**config.mk**
```make
export PLATFORM = sky130hd
export DESIGN_NAME = bp_be_loop_inference_sched_flat
export DESIGN_NICKNAME = d
export VERILOG_FILES = /design/src/rtl/bp_be_loop_inference_sched_if.sv /design/src/rtl/bp_be_loop_inference_sched.sv /design/src/flat_wrapper.sv
export SDC_FILE = /design/constraint.sdc
export NUM_CORES = 1
export LEC_CHECK = 0
export ABC_AREA = 1
export CORE_ASPECT_RATIO = 0.5
export CORE_UTILIZATION = 36
export CTS_CLUSTER_SIZE = 25
export DETAILED_ROUTE_END_ITERATION = 16
export PLACE_DENSITY = 0.78
export SLEW_MARGIN = 30
export SYNTH_ARGS = -nofsm -noshare
export SYNTH_HDL_FRONTEND = slang
export SYNTH_SLANG_ARGS = --single-unit
```
**constraint.sdc**
```tcl
create_clock -name clk_i -period 2.5 [get_ports clk_i]
set_clock_uncertainty 0.05 [all_clocks]
set_input_delay 0.375 -clock clk_i [delete_from_list [all_inputs] [get_ports clk_i]]
set_output_delay 0.375 -clock clk_i [all_outputs]
set_load 0.02 [all_outputs]
```
**src/rtl/bp_be_loop_inference_sched_if.sv**
```systemverilog
// Requester and loop-inference-unit signals of the loop inference scheduler.
// The master side (requesters plus the unit) drives the *_i signals, and the
// slave side (the scheduler) drives the *_o signals.
interface bp_be_loop_inference_sched_if #(
  parameter int unsigned num_req_p      = 4,
  parameter int unsigned vaddr_width_p  = 39,
  parameter int unsigned output_range_p = 8
);
  logic [num_req_p-1:0]               req_v_i;
  logic [num_req_p*vaddr_width_p-1:0] req_pc_i;
  logic [num_req_p-1:0]               req_ready_o;
  logic [num_req_p-1:0]               confirm_i;
  logic [num_req_p-1:0]               resp_v_o;
  logic [output_range_p-1:0]          resp_count_o;
  logic                               resp_aborted_o;
  logic [num_req_p-1:0]               resp_yumi_i;
  logic                               start_discovery_o;
  logic [vaddr_width_p-1:0]           striding_pc_o;
  logic                               confirm_discovery_o;
  logic [output_range_p-1:0]          li_count_i;
  logic                               li_v_i;
  logic                               li_yumi_o;

  modport master (
    output req_v_i, req_pc_i, confirm_i, resp_yumi_i, li_count_i, li_v_i,
    input  req_ready_o, resp_v_o, resp_count_o, resp_aborted_o,
           start_discovery_o, striding_pc_o, confirm_discovery_o, li_yumi_o
  );

  modport slave (
    input  req_v_i, req_pc_i, confirm_i, resp_yumi_i, li_count_i, li_v_i,
    output req_ready_o, resp_v_o, resp_count_o, resp_aborted_o,
           start_discovery_o, striding_pc_o, confirm_discovery_o, li_yumi_o
  );
endinterface

```
**src/rtl/bp_be_loop_inference_sched.sv**
```systemverilog
// Shares one loop-inference unit among several striding-load detectors.
// It grants discovery sessions round-robin, forwards only the owner's confirm,
// times out unconfirmed sessions, and hands the result back to the owner.
module bp_be_loop_inference_sched #(
  parameter int unsigned num_req_p      = 4,
  parameter int unsigned vaddr_width_p  = 39,
  parameter int unsigned output_range_p = 8,
  parameter int unsigned timeout_p      = 1024
) (
  input  logic                          clk_i,
  input  logic                          reset_n_i,
  bp_be_loop_inference_sched_if.slave   bus,
  output logic                          busy_o,
  output logic [$clog2(num_req_p)-1:0]  owner_o
);

  localparam int unsigned idx_w_lp = $clog2(num_req_p);
  localparam int unsigned cnt_w_lp = $clog2(timeout_p);

  typedef enum logic [1:0] {
    IDLE    = 2'd0,
    START   = 2'd1,
    SEARCH  = 2'd2,
    DELIVER = 2'd3
  } state_e;

  state_e                    state_r, state_n;
  logic [idx_w_lp-1:0]       rr_r, owner_r, grant_idx;
  logic                      grant_v;
  logic [vaddr_width_p-1:0]  pc_r, grant_pc;
  logic [cnt_w_lp-1:0]       counter_r;
  logic                      confirmed_r;
  logic [output_range_p-1:0] count_r;
  logic                      aborted_r;
  logic                      own_confirm, abort_now;
  logic [num_req_p-1:0]      req_ready_c;
  logic                      li_yumi_c, confirm_disc_c;

  assign own_confirm = bus.confirm_i[owner_r];
  // An unconfirmed session on its last allowed SEARCH cycle with no result and no confirm
  assign abort_now = (counter_r == cnt_w_lp'(timeout_p - 1)) && !confirmed_r
                     && !own_confirm && !bus.li_v_i;

  // Round-robin pick: the first active request at or after the rr pointer, with its PC
  always_comb begin
    grant_v   = 1'b0;
    grant_idx = '0;
    grant_pc  = '0;
    for (int unsigned k = 0; k < num_req_p; k++) begin
      if (!grant_v && bus.req_v_i[rr_r + idx_w_lp'(k)]) begin
        grant_v   = 1'b1;
        grant_idx = rr_r + idx_w_lp'(k);
      end
    end
    for (int unsigned k = 0; k < num_req_p; k++) begin
      if (grant_idx == idx_w_lp'(k)) begin
        grant_pc = bus.req_pc_i[k*vaddr_width_p +: vaddr_width_p];
      end
    end
  end

  // Session state register
  always_ff @(posedge clk_i) begin
    if (!reset_n_i) begin
      state_r <= IDLE;
    end else begin
      state_r <= state_n;
    end
  end

  // Next state and combinational handshake outputs
  always_comb begin
    state_n        = state_r;
    req_ready_c    = '0;
    li_yumi_c      = 1'b0;
    confirm_disc_c = 1'b0;
    unique case (state_r)
      IDLE: begin
        if (grant_v) begin
          req_ready_c = num_req_p'(1) << grant_idx;
          state_n     = START;
        end
      end
      START: begin
        state_n = SEARCH;
      end
      SEARCH: begin
        confirm_disc_c = own_confirm | confirmed_r;
        if (bus.li_v_i) begin
          li_yumi_c = 1'b1;
          state_n   = DELIVER;
        end else if (abort_now) begin
          state_n = DELIVER;
        end
      end
      DELIVER: begin
        if (bus.resp_yumi_i[owner_r]) begin
          state_n = IDLE;
        end
      end
      default: state_n = IDLE;
    endcase
  end

  // Session datapath: owner/PC capture, timeout counter, confirm latch, result
  always_ff @(posedge clk_i) begin
    if (!reset_n_i) begin
      rr_r        <= '0;
      owner_r     <= '0;
      pc_r        <= '0;
      counter_r   <= '0;
      confirmed_r <= 1'b0;
      count_r     <= '0;
      aborted_r   <= 1'b0;
    end else begin
      unique case (state_r)
        IDLE: begin
          if (grant_v) begin
            pc_r    <= grant_pc;
            owner_r <= grant_idx;
            rr_r    <= grant_idx + idx_w_lp'(1);
          end
        end
        START: begin
          counter_r   <= '0;
          confirmed_r <= 1'b0;
        end
        SEARCH: begin
          if (!confirmed_r) begin
            counter_r <= counter_r + cnt_w_lp'(1);
          end
          if (own_confirm) begin
            confirmed_r <= 1'b1;
          end
          if (bus.li_v_i) begin
            count_r   <= bus.li_count_i;
            aborted_r <= 1'b0;
          end else if (abort_now) begin
            count_r   <= '0;
            aborted_r <= 1'b1;
          end
        end
        default: ;
      endcase
    end
  end

  assign bus.req_ready_o         = req_ready_c;
  assign bus.li_yumi_o           = li_yumi_c;
  assign bus.confirm_discovery_o = confirm_disc_c;
  assign bus.start_discovery_o   = (state_r == START);
  assign bus.striding_pc_o       = pc_r;
  assign bus.resp_v_o            = (state_r == DELIVER) ? (num_req_p'(1) << owner_r) : '0;
  assign bus.resp_count_o        = count_r;
  assign bus.resp_aborted_o      = aborted_r;
  assign busy_o                  = (state_r != IDLE);
  assign owner_o                 = owner_r;

endmodule

```
**src/flat_wrapper.sv**
```systemverilog
// flat-port wrapper written by rule: the top's interface ports become plain ports
module bp_be_loop_inference_sched_flat 
#(
  parameter int unsigned num_req_p      = 4,
  parameter int unsigned vaddr_width_p  = 39,
  parameter int unsigned output_range_p = 8,
  parameter int unsigned timeout_p      = 1024
)
  (clk_i, reset_n_i, busy_o, owner_o, bus_req_v_i, bus_req_pc_i, bus_confirm_i, bus_resp_yumi_i, bus_li_count_i, bus_li_v_i, bus_req_ready_o, bus_resp_v_o, bus_resp_count_o, bus_resp_aborted_o, bus_start_discovery_o, bus_striding_pc_o, bus_confirm_discovery_o, bus_li_yumi_o);
  bp_be_loop_inference_sched_if #(.num_req_p(num_req_p), .vaddr_width_p(vaddr_width_p), .output_range_p(output_range_p)) bus_i ();
  input  logic clk_i;
  input  logic reset_n_i;
  output logic busy_o;
  output logic [$clog2(num_req_p)-1:0] owner_o;
  input wire logic [$bits(bus_i.req_v_i)-1:0] bus_req_v_i;
  input wire logic [$bits(bus_i.req_pc_i)-1:0] bus_req_pc_i;
  input wire logic [$bits(bus_i.confirm_i)-1:0] bus_confirm_i;
  input wire logic [$bits(bus_i.resp_yumi_i)-1:0] bus_resp_yumi_i;
  input wire logic [$bits(bus_i.li_count_i)-1:0] bus_li_count_i;
  input wire logic [$bits(bus_i.li_v_i)-1:0] bus_li_v_i;
  output wire logic [$bits(bus_i.req_ready_o)-1:0] bus_req_ready_o;
  output wire logic [$bits(bus_i.resp_v_o)-1:0] bus_resp_v_o;
  output wire logic [$bits(bus_i.resp_count_o)-1:0] bus_resp_count_o;
  output wire logic [$bits(bus_i.resp_aborted_o)-1:0] bus_resp_aborted_o;
  output wire logic [$bits(bus_i.start_discovery_o)-1:0] bus_start_discovery_o;
  output wire logic [$bits(bus_i.striding_pc_o)-1:0] bus_striding_pc_o;
  output wire logic [$bits(bus_i.confirm_discovery_o)-1:0] bus_confirm_discovery_o;
  output wire logic [$bits(bus_i.li_yumi_o)-1:0] bus_li_yumi_o;
  assign bus_i.req_v_i = bus_req_v_i;
  assign bus_i.req_pc_i = bus_req_pc_i;
  assign bus_i.confirm_i = bus_confirm_i;
  assign bus_i.resp_yumi_i = bus_resp_yumi_i;
  assign bus_i.li_count_i = bus_li_count_i;
  assign bus_i.li_v_i = bus_li_v_i;
  assign bus_req_ready_o = bus_i.req_ready_o;
  assign bus_resp_v_o = bus_i.resp_v_o;
  assign bus_resp_count_o = bus_i.resp_count_o;
  assign bus_resp_aborted_o = bus_i.resp_aborted_o;
  assign bus_start_discovery_o = bus_i.start_discovery_o;
  assign bus_striding_pc_o = bus_i.striding_pc_o;
  assign bus_confirm_discovery_o = bus_i.confirm_discovery_o;
  assign bus_li_yumi_o = bus_i.li_yumi_o;
  bp_be_loop_inference_sched #(.num_req_p(num_req_p), .vaddr_width_p(vaddr_width_p), .output_range_p(output_range_p), .timeout_p(timeout_p)) u_core (.clk_i(clk_i), .reset_n_i(reset_n_i), .bus(bus_i), .busy_o(busy_o), .owner_o(owner_o));
endmodule
```
; ---- Word level (Yosys, flattened, before mapping)
; Index checks and enable logic that the tools add are counted.
[classes]
n_addsub = 5
n_lt_le_gt_ge = 5
eq_ne = 12
shifts = 2
mux = 43
bitwise = 1
reduce_logical = 22
[ops]
columns = op, count
row1 = $mux W39, 4
row2 = $pmux W10 S2, 1
row3 = $mux W1, 16
row4 = $mux W2, 8
row5 = $mux W8, 2
row6 = $lt A2 B3 Y1 const B, 5
row7 = $bmux W1 S2, 6
row8 = $mux W4, 3
row9 = $add A10 B1 Y10 const B, 1
row10 = $eq A10 B10 Y1 const B, 1
row11 = $mux W10, 1
row12 = $eq A2 B2 Y1 const B, 4
row13 = $pmux W2 S4, 1
row14 = $reduce_and A2 Y1, 4
row15 = $shl A1 B2 Y4 const A, 2
row16 = $logic_and A1 B1 Y1, 6
row17 = $logic_not A1 Y1, 6
row18 = $ne A2 B1 Y1 const B, 3
row19 = $reduce_bool A2 Y1, 3
row20 = $add A2 B1 Y2 const B, 2
row21 = $add A2 B2 Y2 const B, 2
row22 = $eq A2 B1 Y1 const B, 2
row23 = $logic_not A2 Y1, 2
row24 = $ne A3 B2 Y1 const B, 1
row25 = other kinds (4), 4
[word_totals]
regBits = 65
output_inout_bits = 62
elab_cells = 98

; ---- Longest topological paths before layout
[logic_depth]
ltp_word = 17
mapped_depth = 25
mapped_depth_nobuf = 21

; ---- Least setup slack after synthesis
; No wires, ideal clock.
[synth_timing]
path_type = register -> register
from = register u_core.rr_r[0]
to = register u_core.pc_r[0], in the netlist u_core.bus.striding_pc_o[0]
arrival_ns = 2.459
t_required_ns = 2.386
slack_ns = -0.072
path_stages_with_launch = 23
path_buffers = 4
synth_period_minus_slack_ns = 2.572
cell_sequence = dfxtp_1 -> buf_6 -> inv_6 -> nand2_1 -> nand3_1 -> nand2_2 -> nor2_8 -> nand3_4 -> nand3_1 -> inv_1 -> ha_1 -> clkbuf_1 -> nor2_1 -> buf_2 -> buf_4 -> nand2_1 -> nand2_1 -> o21ai_0 -> nand2_1 -> o21ai_0 -> nand2_2 -> nand2_1 -> nor2_1
[synth_between]
elab_chain_len = 17
word_cells_on_any_way = 34
[synth_lines]
columns = item, line
row1 = "start, declared", bp_be_loop_inference_sched.sv:28  ; logic [idx_w_lp-1:0] rr_r, owner_r, grant_idx;
row2 = "start signal, assigned", bp_be_loop_inference_sched.sv:121  ; rr_r <= grant_idx + idx_w_lp'(1);
row3 = "parallel branches: the longest is 11 deep, another holds $add A2 B1 Y2", --
row4 = $mux W2 *, bp_be_loop_inference_sched.sv:50  ; if (!grant_v && bus.req_v_i[rr_r + idx_w_lp'(k)]) begin
row5 = via u_core.grant_idx[0], bp_be_loop_inference_sched.sv:28
row6 = $logic_not A2 Y1, bp_be_loop_inference_sched.sv:56  ; if (grant_idx == idx_w_lp'(k)) begin
row7 = $mux W39 (3 in series), bp_be_loop_inference_sched.sv:56
row8 = $mux W39 *, bp_be_loop_inference_sched.sv:56
row9 = "end signal, assigned", bp_be_loop_inference_sched.sv:119  ; pc_r <= grant_pc;
row10 = "end, declared", bp_be_loop_inference_sched.sv:30  ; logic [vaddr_width_p-1:0] pc_r, grant_pc;
; Mark *: on every way through the listed nets, which the timed path passes. The select of a mux whose other input is x is not followed.
; A chain may end at the register's enable or synchronous reset.

; ---- Worst setup path in the final report
[layout_timing]
from = register u_core.rr_r[0]
to = register u_core.pc_r[10], in the netlist u_core.bus.striding_pc_o[10]
[layout_between]
elab_chain_len = 17
word_cells_on_any_way = 34
[layout_lines]
columns = item
row1 = "parallel branches: the longest is 17 deep, another holds $add A2 B1 Y2"
; Parallel ways; which one is timed is not known. The select of a mux whose other input is x is not followed.

==> metrics <==
Hold Crit Depth=2; crit path launch=u_core.rr_r[0]; top cells by area, synth=dfxtp_1 (30%), nand2_1 (22%), o21ai_0 (9.3%); clk root buf=clkbuf_16; most frequent cells in the layout=clkdlybuf4s50_1 (231), nand2_1 (218), nor2_1 (81); Longest Clk Path Bufs=2; failing checks=setup timing; largest family of logic cells by synthesized area=simple AND/OR/NAND/NOR gates; post-synthesis compound-gate area fraction=0.182; Clock transition at path regs=0.06 ns; drt first pass iters=5; share of layout cells above drive strength 1=0.234; Pleak=3.56 nW; DR DRC count=0; TNS Setup=-3.77 ns; largest net degree at the start of global routing=53; PortBufs=240; Cell Pwr Density=1890 nW/um^2; final setup vio count=43; vias in the first global route=5214; # clock sinks=65; FF+latch count, synth=65; Seq/Total Area, Yosys=0.297; Synth Net Count=914; Cells after DPL=1119; final hold violation count=0; IO Count=241; Overall Global Routing Usage=0.262; Synth Area in XOR/XNOR=0; area leader, netlist=dfxtp_1; crit path DAT=2.82 ns; CP top delay family=simple AND/OR/NAND/NOR gates; first-pass GRT wire length=25700 um; setup slack, reg-to-reg=-0.13 ns; Peak Freq=380 MHz; Reg-to-Reg End=u_core.bus.striding_pc_o[10]; Post-DRT Antenna Nets=0; RR Startpoint=u_core.rr_r[0]; critical path type=register to register; area delta synth->final=87.1%; post-route setup slack=-0.133 ns; Slew Limit Fails=0; Cells after Synth=726; Hold Crit Endpoint=u_core.bus.resp_aborted_o; die area=12600 sq um; Crit path buffers/inverters=7; Die H=80.0 um; Detailed Route WL=17300 um; RSZ-0062 raised after global routing=true; worst hold slack=0.411 ns; GRT Residual Overflow=0; simple-gate area share of the yosys netlist=0.403; Die W=158 um; initial antenna violation count=0; Worst VDD drop=0.000868 V; CTS Buf Count=9; R2R depth=25; Max FO, Critical Path=8; core box area=11800 sq um; CP Capture Type=register; post-route insts no fill=1161; CTS tree=built; Post-Syn Area=4380 sq um; antenna cells=0; # Max-Cap Violations=0; status=finished with violations; gpl congestion=0.916; mux cell area share after synthesis=0; post-route clock period utilization=1.05; top-area cell type share of the netlist area=0.297; synth warn=0; actual slew at the worst max-slew pin=0.490 ns; Mean Syn Cell Area=6.03 sq um; distinct cell type count after synthesis=32; Max-slew headroom=0.673; post-layout min period=2.63 ns; post-synthesis adder-cell area fraction=0.0257; via count=5686; Critical Path Start Type=register; DR WL/cell=14.9 um; Initial Utilization=0.370; DR vias/cell=4.90; clk_lat worst skew=0.34 ns; CP max stage cell=dfxtp_4; DR iter-0 viols=304; HP Class=register to register; hpwl dp=11800 um; final net count=1179; CTS H-tree lvls=3; std cell rows=28; most common cell after layout, fill and taps aside=clkdlybuf4s50_1; hold_sp=u_core.bus.resp_aborted_o; CP max stage delay=0.43 ns; most used cell, CP=nand2_1; hold_buf cts=0; CP required=2.69 ns
## per-stage QoR
step                area (sq um)  setup WS (ns)  total power, W  utilization
floorplan                   4380         0.0184         0.00796            -
global placement            7070         -0.507          0.0107        0.597
detailed placement          7070         -0.627          0.0109        0.597
CTS                         8010        -0.0516          0.0148        0.676
global route                8190         -0.292          0.0167        0.692
finish                      8190         -0.133          0.0155        0.692
## what timing repair did
item | 4_1_cts | 5_1_grt
setup buffers | 16 | 6
pin swaps | 46 | 33
endpoints found under the setup margin | 43 | 44
gates cloned | 5 | 0
gates resized for setup | 176 | 51
## worst reg2reg max path, stage by stage, from the launching register on
cell	delay [ns]
dfxtp_4	0.43
inv_8	0.07
nand2_1	0.11
nand2_2	0.09
nand2_2	0.06
nand2_2	0.05
nand2_2	0.08
nand2_2	0.07
nand2_4	0.08
nand3_4	0.08
buf_6	0.13
buf_6	0.11
ha_4	0.15
inv_4	0.06
nor2_4	0.04
buf_6	0.13
buf_12	0.13
buf_16	0.14
nand2_1	0.06
nand2_1	0.04
o21ai_1	0.07
nand2_1	0.06
o21ai_1	0.08
nand2_1	0.06
nand2_1	0.07
nor2_2	0.04
## per-layer routing
layer,global-route usage,wire length (um)
met5,0,0
met4,0.0712,371
met3,0.0641,1120
met2,0.478,8730
met1,0.305,7120
## power by group
part	internal, W	total [W]	switching (W)
Sequential	0.00138	0.00161	0.000226
Combinational	0.00565	0.0125	0.00681
Clock	0.000883	0.00140	0.000515
## area by class of cell
type	count	area, sq um
Clock inverter	7	101
Fill cell	974	3650
Timing Repair Buffer	297	3080
Sequential cell	65	1310
Clock buffer	9	225
Inverter	39	171
Multi-Input combinational cell	579	3090
Tap cell	165	206
## how the worst max path moves through the flow
stage,to,depth (start not counted),slack [ns]
global route,u_core.bus.striding_pc_o[27],25,-0.29
floorplan,u_core.bus.striding_pc_o[0],22,0.02
finish,u_core.bus.striding_pc_o[10],25,-0.13
CTS,u_core.bus.striding_pc_o[27],25,-0.05
global placement,bus_req_ready_o[1],13,-0.51
detailed placement,bus_req_ready_o[2],14,-0.63
## cell usage after synthesis
cell	count
clkinv_1	2
o211a_1	1
buf_4	3
ha_1	9
buf_2	8
nor2_8	1
o21ai_0	81
clkbuf_1	24
a21oi_2	1
nand4_1	3
a21oi_1	58
nor3_1	3
nand3_1	30
dfxtp_1	65
o21ai_2	1
inv_1	34
nor2_2	24
buf_8	1
inv_6	2
o21a_1	1
nand2_2	12
nand2_8	1
inv_2	1
nor2_1	84
o21ai_1	7
or2_2	1
buf_6	7
o31ai_1	2
nand3_4	1
nand2_4	2
nand2_1	254
a211oi_1	2
## sequential cells by signal (all words and copies together), names as in the netlist
name                       flops
u_core.confirmed_r             1
u_core.rr_r                    2
u_core.bus.resp_aborted_o      1
u_core.bus.resp_count_o        8
u_core.bus.striding_pc_o      39
u_core.owner_o                 2
u_core.state_r                 2
u_core.counter_r              10
## cell families after synthesis
family | after synthesis
simple gates | 416
compound gates | 154
buf+inv | 82
flops | 65
fa+ha+maj | 9
No activity file was read; power rests on OpenSTA's default activity.
